<file path="config.mk">
export PLATFORM = sky130hd
export DESIGN_NAME = nbit_serial_subtractor
export DESIGN_NICKNAME = d
export VERILOG_FILES = /design/src/rtl/nbit_serial_subtractor_pkg.sv /design/src/rtl/nbit_serial_subtractor_cla_slice.sv /design/src/rtl/nbit_serial_subtractor.sv
export SDC_FILE = /design/constraint.sdc
export NUM_CORES = 1
export LEC_CHECK = 0
export ABC_CLOCK_PERIOD_IN_PS = 11200
export BUFFER_PORTS_ARGS = -buffer_cell sky130_fd_sc_hd__buf_4
export CAP_MARGIN = 10
export CORE_MARGIN = 2
export CORE_UTILIZATION = 40
export CTS_CLUSTER_SIZE = 40
export DETAILED_ROUTE_END_ITERATION = 10
export GPL_TIMING_DRIVEN = 0
export PLACE_DENSITY = 0.72
export SKIP_LAST_GASP = 1
export SLEW_MARGIN = 20
export SYNTH_ARGS = -nofsm -noshare
export SYNTH_HDL_FRONTEND = slang
export SYNTH_SLANG_ARGS = --single-unit
export TNS_END_PERCENT = 5
</file>
<file path="constraint.sdc">
create_clock -name clk -period 11.2 [get_ports clk]
set_input_delay 2.24 -clock clk [delete_from_list [all_inputs] [get_ports clk]]
set_output_delay 2.24 -clock clk [all_outputs]
set_load 0.05 [all_outputs]
</file>
<file path="src/rtl/nbit_serial_subtractor_pkg.sv">
// Shared definitions for the slice-serial subtractor: FSM encoding, default slice count
// and the index-width helper.
package nbit_serial_subtractor_pkg;

  typedef enum logic [1:0] {
    ST_IDLE = 2'd0,
    ST_BUSY = 2'd1,
    ST_DONE = 2'd2
  } state_e;

  localparam int DEF_WIDTH = 64;
  localparam int DEF_SLICE = 8;
  localparam int NSLICE    = DEF_WIDTH / DEF_SLICE;

  // clog2 with a floor of one bit so a single-slice build still has an index register.
  function automatic int idx_width(input int n);
    return (n > 1) ? $clog2(n) : 1;
  endfunction

  localparam int IDX_W = idx_width(NSLICE);

endpackage

</file>
<file path="src/rtl/nbit_serial_subtractor_cla_slice.sv">
// Combinational W-bit carry-lookahead adder built from per-bit generate/propagate terms.
module cla_slice #(
  parameter int W = 8
) (
  input  logic [W-1:0] a,
  input  logic [W-1:0] b,
  input  logic         cin,
  output logic [W-1:0] sum,
  output logic         cout
);

  logic [W-1:0] g;
  logic [W-1:0] p;
  logic [W:0]   carry;

  assign g        = a & b;
  assign p        = a ^ b;
  assign carry[0] = cin;

  // Each carry is the flat OR of every generate term propagated up to it, not a ripple chain.
  for (genvar gi = 0; gi < W; gi++) begin : g_carry
    logic cc;
    logic pp;
    always_comb begin
      cc = g[gi];
      pp = p[gi];
      for (int j = gi - 1; j >= 0; j--) begin
        cc = cc | (pp & g[j]);
        pp = pp & p[j];
      end
      cc = cc | (pp & cin);
    end
    assign carry[gi+1] = cc;
  end

  assign sum  = p ^ carry[W-1:0];
  assign cout = carry[W];

endmodule

</file>
<file path="src/rtl/nbit_serial_subtractor.sv">
// WIDTH-bit subtractor D = X - Y - initBin, one SLICE-bit lookahead stage per clock,
// LSB slice first, with valid/ready handshakes on both sides.
module nbit_serial_subtractor
  import nbit_serial_subtractor_pkg::*;
#(
  parameter int WIDTH = DEF_WIDTH,
  parameter int SLICE = DEF_SLICE
) (
  input  logic             clk,
  input  logic             rst_n,
  input  logic             in_valid,
  output logic             in_ready,
  input  logic [WIDTH-1:0] X,
  input  logic [WIDTH-1:0] Y,
  input  logic             initBin,
  output logic             out_valid,
  input  logic             out_ready,
  output logic [WIDTH-1:0] D,
  output logic             Bout,
  output logic             Ovf
);

  localparam int NS = WIDTH / SLICE;
  localparam int KW = idx_width(NS);
  localparam int BW = idx_width(WIDTH);
  localparam logic [KW-1:0] K_LAST = KW'(NS - 1);

  state_e            state_q, state_d;
  logic [WIDTH-1:0]  x_q, y_q, d_q;
  logic              c_q, bout_q, ovf_q;
  logic [KW-1:0]     k_q;
  logic [BW-1:0]     base;
  logic [SLICE-1:0]  slice_sum;
  logic              slice_cout;
  logic              accept, last_slice;

  assign accept     = (state_q == ST_IDLE) && in_valid;
  assign last_slice = (k_q == K_LAST);
  assign base       = BW'(k_q) * BW'(SLICE);

  // Subtraction as X + ~Y + c, where c enters as the inverted borrow.
  cla_slice #(.W(SLICE)) u_cla (
    .a    (x_q[base +: SLICE]),
    .b    (~y_q[base +: SLICE]),
    .cin  (c_q),
    .sum  (slice_sum),
    .cout (slice_cout)
  );

  always_ff @(posedge clk or negedge rst_n) begin
    if (!rst_n) state_q <= ST_IDLE;
    else        state_q <= state_d;
  end

  always_comb begin
    state_d = state_q;
    case (state_q)
      ST_IDLE: if (in_valid)   state_d = ST_BUSY;
      ST_BUSY: if (last_slice) state_d = ST_DONE;
      ST_DONE: if (out_ready)  state_d = ST_IDLE;
      default:                 state_d = ST_IDLE;
    endcase
  end

  always_comb begin
    in_ready  = (state_q == ST_IDLE);
    out_valid = (state_q == ST_DONE);
  end

  always_ff @(posedge clk or negedge rst_n) begin
    if (!rst_n) begin
      x_q    <= '0;
      y_q    <= '0;
      d_q    <= '0;
      c_q    <= 1'b0;
      k_q    <= '0;
      bout_q <= 1'b0;
      ovf_q  <= 1'b0;
    end else if (accept) begin
      x_q <= X;
      y_q <= Y;
      c_q <= ~initBin;
      k_q <= '0;
    end else if (state_q == ST_BUSY) begin
      d_q[base +: SLICE] <= slice_sum;
      c_q                <= slice_cout;
      k_q                <= last_slice ? '0 : k_q + 1'b1;
      if (last_slice) begin
        bout_q <= ~slice_cout;
        ovf_q  <= (x_q[WIDTH-1] ^ y_q[WIDTH-1]) & (slice_sum[SLICE-1] ^ x_q[WIDTH-1]);
      end
    end
  end

  assign D    = d_q;
  assign Bout = bout_q;
  assign Ovf  = ovf_q;

endmodule
</file>
==> out/results.tsv, run 1 <==
stage	metric	value	unit
cts	clk_path_buf_depth	2	
place	routabilityCongestion	0.851	
cts	ctsHoldBuffers	0	
timing	fin_tns_setup	0	ps
setup_path	cp-end-kind	register	
die	die_w	154	µm
yosys	synth_seq_cells	200	
pwr	powerDensity	358	nW/µm²
setup_path	cp.required	11580	ps
timing	hold_ws	472	ps
global_route	overflow	0	
yosys	syn-cell-area	8960	µm²
global_route	grt_pass1_vias	7402	
yosys	yosys_warnings	0	
outcome	status	finished clean	
pwr	power_frac_seq	29.7	%
setup_path	ff2ff_path_depth	10	
pwr	ir_worst_vdd	0.183	mV
timing	slew_violations	0	
route	drt_wl_total	24400	µm
cts	root_buffer	clkbuf_16	
layout	most-common-layout-cells	451 x nand2_1, 200 x dfrtp_1, 199 x buf_4, 44 x clkbuf_1, 32 x mux4_2	
route	drt_iter0_markers	480	
die	num_io_pins	201	
setup_path	criticalPathCategory	reg2reg	
global_route	grt_usage	21.6	%
timing	setup_viol	0	
yosys	seq_area_frac_synth	55.9	%
die	dieArea	23600	µm²
layout	mostFrequentLayoutCell	nand2_1	
setup_path	crit_slowest_cell	a2bb2oi_1	
cts	cts.sinks	200	
timing	slew_headroom	35.3	%
yosys	synth-edff-count	0	
die	coreArea	21900	µm²
layout	diodes	0	
yosys	synth_nets	1063	
layout	layout-drive-gt1-share	25.4	%
setup_path	start_kind	register	
timing	grt_setup_unrepaired	false	
cts	clkLatencyLatePin	440	ps
route	routedWlPerCell	17.1	µm
timing	fmax	0.222	GHz
pwr	internal_power	2170	µW
pwr	power.clock.fraction	15.3	%
cts	clkTransAtPathRegs	70	ps
job	maxCapViolations	0	
pwr	power_frac_comb	55.0	%
global_route	grt_first_pass_wirelength	39700	µm
cts	tritoncts	done	
timing	finalCritPeriodShare	40.3	%
route	ant_nets	0	
yosys	synth.distinct_cells	45	
setup_path	rr_endpoint	D[38]$_DFFE_PN0P_	
pwr	switchingPower	1940	µW
place	dp.final_hpwl	18300	µm
layout	nNetsFinal	1285	
yosys	synthCells	913	
timing	setup_ws	6690	ps
layout	area_growth	28.2	%
route	viasPerCell	5.03	
pwr	leakagePower	0.00591	µW
setup_path	r2r_slack	6690	ps
timing	worst-slew-pin-transition	966	ps
yosys	synthArstFlopShare	100	%
worst_hold_path	worst_hold_path_type	reg2reg	
place	port_buffers	200	
global_route	antenna_found_initial	0	
route	num_vias	7189	
route	drcViolationCount	0	
worst_hold_path	worstHoldEndpoint	x_q[29]$_DFFE_PN0P_	
cts	h-tree-depth	4	
setup_path	crit_chain	buf_1 > buf_2 > mux4_2 > mux2i_1 > ha_1 > a211oi_2 > nor3_2 > nor4_1 > a2bb2oi_1 > mux2_2	
pwr	switching_share	47.3	%
place	place_ws	6680	ps
yosys	synth_ff_type	dfrtp_1	
timing	skew	14.6	ps
cts	numCtsBuffers	17	
layout	nFillCells	2024	
cts	ctsResizeCount	0	
die	rows	54	
die	fp.dieH	154	µm
worst_hold_path	min_from	x_q[29]$_DFFE_PN0P_	
global_route	grt_max_degree	94	
die	initial_core_util	40.9	%
setup_path	path_max_fanout	10	
timing	final.min_clock_period	4510	ps
cts	cts_setup_buffers	0	
setup_path	max_stage_delay	800	ps
yosys	syn_avg_cell_area	9.81	µm²
worst_hold_path	min_path_cells	2	
setup_path	r2r_start	k_q[0]$_DFFE_PN0P_	
timing	finalHoldViolCount	0	
setup_path	critPathArrivalTime	4880	ps
route	first_pass_iters	7	
area by class of cell:
class                           instances  area (µm²)  share of cell area [%]
Buffer                                 51         195                    1.70
Multi-Input combinational cell        656        3750                    32.6
Tap cell                              280         350                    3.05
Clock buffer                           20         457                    3.98
Timing Repair Buffer                  203        1570                    13.7
Clock inverter                         12         138                    1.20
Inverter                                6        22.5                   0.196
Sequential cell                       200        5000                    43.6
Yosys cell counts, types with 3 or more instances:
library cell | instances | area [µm²]
nor2_1 | 19 | 71.3
a21oi_1 | 3 | 15.0
buf_2 | 3 | 15.0
buf_1 | 5 | 18.8
nand2_1 | 451 | 1690
o31ai_1 | 16 | 120
dfrtp_1 | 200 | 5000
o21ai_0 | 27 | 135
mux4_2 | 32 | 721
ha_1 | 16 | 200
inv_1 | 5 | 18.8
a32o_1 | 6 | 60.1
mux2_2 | 13 | 146
or2_2 | 4 | 25.0
nand2b_1 | 3 | 18.8
a22o_1 | 12 | 105
clkbuf_1 | 43 | 161
nor2b_1 | 4 | 25.0
mux2i_1 | 8 | 80.1
nand3_1 | 12 | 60.1
power by group through the flow:
stage	combinational [µW]	sequential (µW)	clock, µW
final	2260	1220	628
after global routing	2470	1260	668
after CTS	2270	1220	638
after detailed placement	2260	1230	0
after global placement	2180	1210	0
after floorplan	1260	1460	0
cell families (layout without fill, tap and decap cells):
kind of cell             Yosys count  count (layout)  share of synthesized area [%]
adder cells (fa/ha/maj)           17              17                           2.46
multiplexers                      53              53                           10.6
AND/OR/NAND/NOR                  506             506                           22.2
AO/OA/AOI/OAI                     77              77                           6.19
XOR/XNOR                           3               3                          0.293
buffers and inverters             57             292                           2.43
flip-flops                       200             200                           55.9
state kept, by name (all words and copies together), names as in the netlist:
signal and cells:
state_q 2, Ovf 1, c_q 1, Bout 1, k_q 3, x_q 64, D 64, y_q 64
per-layer routing:
| layer | routed length [µm] | vias to the layer above | GRT usage (%) |
|---|---|---|---|
| li1 | - | 3463 | - |
| met1 | 11100 | 3472 | 30.2 |
| met2 | 11500 | 229 | 34.3 |
| met3 | 1520 | 25 | 4.74 |
| met4 | 361 | 0 | 5.68 |
| met5 | 0 | - | 0 |
worst max-delay path: cells and delay by family (launching register included):
| kind | cells | cell delay (ps) |
|---|---|---|
| adder cells (fa/ha/maj) | 1 | 310 |
| AO/OA/AOI/OAI | 2 | 1120 |
| multiplexers | 3 | 1120 |
| flip-flops | 1 | 440 |
| AND/OR/NAND/NOR | 2 | 420 |
| buffers and inverters | 2 | 1000 |
how the worst max path moves through the flow:
stage                             from  slack, ps           endpoint  depth (start not counted)
global placement    k_q[0]$_DFFE_PN0P_       6250   D[5]$_DFFE_PN0P_                          9
floorplan           k_q[0]$_DFFE_PN0P_       7470    Ovf$_DFFE_PN0P_                         10
global route        k_q[0]$_DFFE_PN0P_       6280  D[38]$_DFFE_PN0P_                         10
CTS                 k_q[0]$_DFFE_PN0P_       6650  D[38]$_DFFE_PN0P_                         10
detailed placement  k_q[0]$_DFFE_PN0P_       6680   D[6]$_DFFE_PN0P_                         10
finish              k_q[0]$_DFFE_PN0P_       6690  D[38]$_DFFE_PN0P_                         10
metrics by stage:
stage / area (µm²) / total power (µW) / instances / utilization (%)
2_1_floorplan: 8960 / 2720 / 913 / -
3_3_place_gp: 10800 / 3400 / 1393 / 49.4
3_5_place_dp: 10900 / 3490 / 1396 / 49.7
4_1_cts: 11500 / 4130 / 1428 / 52.5
5_1_grt: 11500 / 4400 / 1428 / 52.5
6_report: 11500 / 4110 / 1428 / 52.5
No activity file was read; power rests on OpenSTA's default activity.
==> inputs of run 2 (changes only) <==
--- a/config.mk
+++ b/config.mk
@@ -5,7 +5,7 @@
 export SDC_FILE = /design/constraint.sdc
 export NUM_CORES = 1
 export LEC_CHECK = 0
-export ABC_CLOCK_PERIOD_IN_PS = 11200
+export ABC_CLOCK_PERIOD_IN_PS = 4400
 export BUFFER_PORTS_ARGS = -buffer_cell sky130_fd_sc_hd__buf_4
 export CAP_MARGIN = 10
 export CORE_MARGIN = 2
==> constraint.sdc (replaced) <==
create_clock -name clk -period 4.4 [get_ports clk]
set_input_delay 0.88 -clock clk [delete_from_list [all_inputs] [get_ports clk]]
set_output_delay 0.88 -clock clk [all_outputs]
set_load 0.05 [all_outputs]
==> run 2 against run 1 <==
Via count decreased by 0.24%. Global-route usage about the same. First-iteration DRC count fell by 15%. Flip-flop and latch count is the same. Critical path type unchanged. Highest routed layer unchanged.
==> out/results.tsv, run 2 (synthesis results as in run 1) <==
stage	metric	value	unit	change
global_route	grt_pass1_vias	7401		-0.014%
layout	diodes	0		unchanged
outcome	status	finished clean		
die	die_w	154	µm	unchanged
route	drt_wl_total	24500	µm	+0.26%
place	routabilityCongestion	0.851		unchanged
pwr	leakagePower	0.00592	µW	about the same
cts	numCtsBuffers	17		unchanged
route	viasPerCell	5.02		-0.24%
timing	setup_ws	305	ps	-6390 ps
setup_path	critPathArrivalTime	4450	ps	-430 ps
cts	root_buffer	clkbuf_16		
route	drcViolationCount	0		unchanged
pwr	p_total	10500	µW	+160%
cts	cts.sinks	200		unchanged
timing	slew_violations	0		unchanged
layout	finalInstanceArea	11500	µm²	about the same
timing	finalHoldViolCount	0		unchanged
layout	most-common-layout-cells	451 x nand2_1, 200 x dfrtp_1, 199 x buf_4, 44 x clkbuf_1, 32 x mux4_2		
timing	fin_tns_setup	0	ps	unchanged
timing	finalCritPeriodShare	93.1	%	+53 points
die	dieArea	23600	µm²	unchanged
route	drt_iter0_markers	409		-15%
worst_hold_path	worst_hold_path_type	in2async		
global_route	antenna_found_initial	0		unchanged
route	first_pass_iters	7		unchanged
cts	cts_setup_buffers	0		unchanged
timing	setup_viol	0		unchanged
setup_path	cp.required	4750	ps	-6830 ps
global_route	grt_usage	21.5	%	about the same
setup_path	start_kind	register		
timing	fmax	0.244	GHz	+10%
die	coreArea	21900	µm²	unchanged
route	num_vias	7172		-0.24%
setup_path	crit_chain	clkbuf_1 > buf_1 > mux4_2 > nand2_1 > nand2_1 > ha_1 > a211oi_2 > nor3_2 > o311a_4 > or4b_1 > a41oi_1		
timing	final.min_clock_period	4090	ps	-414 ps
timing	slew_headroom	50.1	%	+15 points
setup_path	crit_top_cell	nand2_1		
cts	tritoncts	done		
layout	mostFrequentLayoutCell	nand2_1		
die	num_io_pins	201		unchanged
place	port_buffers	200		unchanged
timing	worst-slew-pin-transition	746	ps	-220 ps
timing	grt_setup_unrepaired	false		
setup_path	worst-path-buf-inv	2		unchanged
setup_path	max_stage_delay	620	ps	-180 ps
pwr	ir_worst_vdd	0.470	mV	+160%
die	initial_core_util	40.9	%	unchanged
cts	clkTransAtPathRegs	80	ps	about the same
job	maxCapViolations	0		unchanged
setup_path	crit_slowest_cell	buf_1		
route	routedWlPerCell	17.1	µm	+0.26%
global_route	grt_max_degree	94		unchanged
die	rows	54		unchanged
place	place_ws	-125	ps	-6800 ps
setup_path	cpLargestDelayFamily	buffers and inverters		
setup_path	cp-end-kind	register		
place	dp.final_hpwl	18300	µm	unchanged
cts	clk_path_buf_depth	2		unchanged
layout	nFillCells	2029		+0.25%
route	ant_nets	0		unchanged
cts	clkLatencyLatePin	440	ps	about the same
cts	h-tree-depth	4		unchanged
layout	nNetsFinal	1285		unchanged
place	dpl_cell_area	10900	µm²	unchanged
layout	area_growth	28.3	%	about the same
die	fp.dieH	154	µm	unchanged
setup_path	path_max_fanout	10		unchanged
setup_path	criticalPathCategory	reg2reg		
timing	skew	14.1	ps	-0.459 ps
setup_path	r2r_slack	310	ps	-6390 ps
global_route	overflow	0		unchanged
layout	layout-drive-gt1-share	25.6	%	+0.17 points
pwr	powerDensity	913	nW/µm²	+160%
global_route	grt_first_pass_wirelength	39700	µm	about the same
[run 2: cell count changes in the layout (fill, tap and decap cells not counted), sizes merged]
cell,before,now
buf,211,210
clkbuf,63,64
[run 2: final cells by class]
| type | instances | area, µm² | share of cell area, % |
|---|---|---|---|
| plain buffers | 51 | 196 | 1.71 |
| repair buffers | 203 | 1570 | 13.7 |
| clock buffers | 20 | 457 | 3.97 |
| clock inverters | 12 | 138 | 1.20 |
| multi-input cells | 656 | 3750 | 32.7 |
| well taps | 280 | 350 | 3.05 |
| flip-flops and latches | 200 | 5000 | 43.6 |
| inverters | 6 | 22.5 | 0.196 |
[run 2: final timing paths]
check	start	end	depth (start not counted)
min in group clk	x_q[29]$_DFFE_PN0P_	x_q[29]$_DFFE_PN0P_	2
setup / recovery	k_q[1]$_DFFE_PN0P_	Ovf$_DFFE_PN0P_	11
setup reg to reg	k_q[1]$_DFFE_PN0P_	Ovf$_DFFE_PN0P_	11
max in group asynchronous	rst_n	y_q[41]$_DFFE_PN0P_	3
hold / removal	rst_n	D[10]$_DFFE_PN0P_	1
hold reg to reg	x_q[29]$_DFFE_PN0P_	x_q[29]$_DFFE_PN0P_	2
[run 2: report_power, final]
group	internal, µW	leakage (µW)	switching (µW)
logic	2020	0.00308	3770
registers	2640	0.00255	469
clock network	877	0.000288	725
[run 2: per-stage QoR]
step | hold slack, ps | util, % | instances
floorplan | 440 | - | 913
global placement | 453 | 49.4 | 1393
detailed placement | 457 | 49.7 | 1396
CTS | 267 | 52.5 | 1428
global route | 269 | 52.5 | 1428
finish | 269 | 52.5 | 1428
[run 2: timing repair]
action | in CTS | in global routing
endpoints found under the setup margin | 8 | 30
hold buffers | 0 | 0
resized for setup | 1 | 1
[run 2: metal layers]
layer  global-route usage (%)  share of wire (%)  up-vias
met5                        0                  0        -
met4                     5.68                1.4        0
met3                     4.74                6.2       22
met2                     34.3                 47      226
met1                     30.1                 46     3464
li1                         -                  -     3460
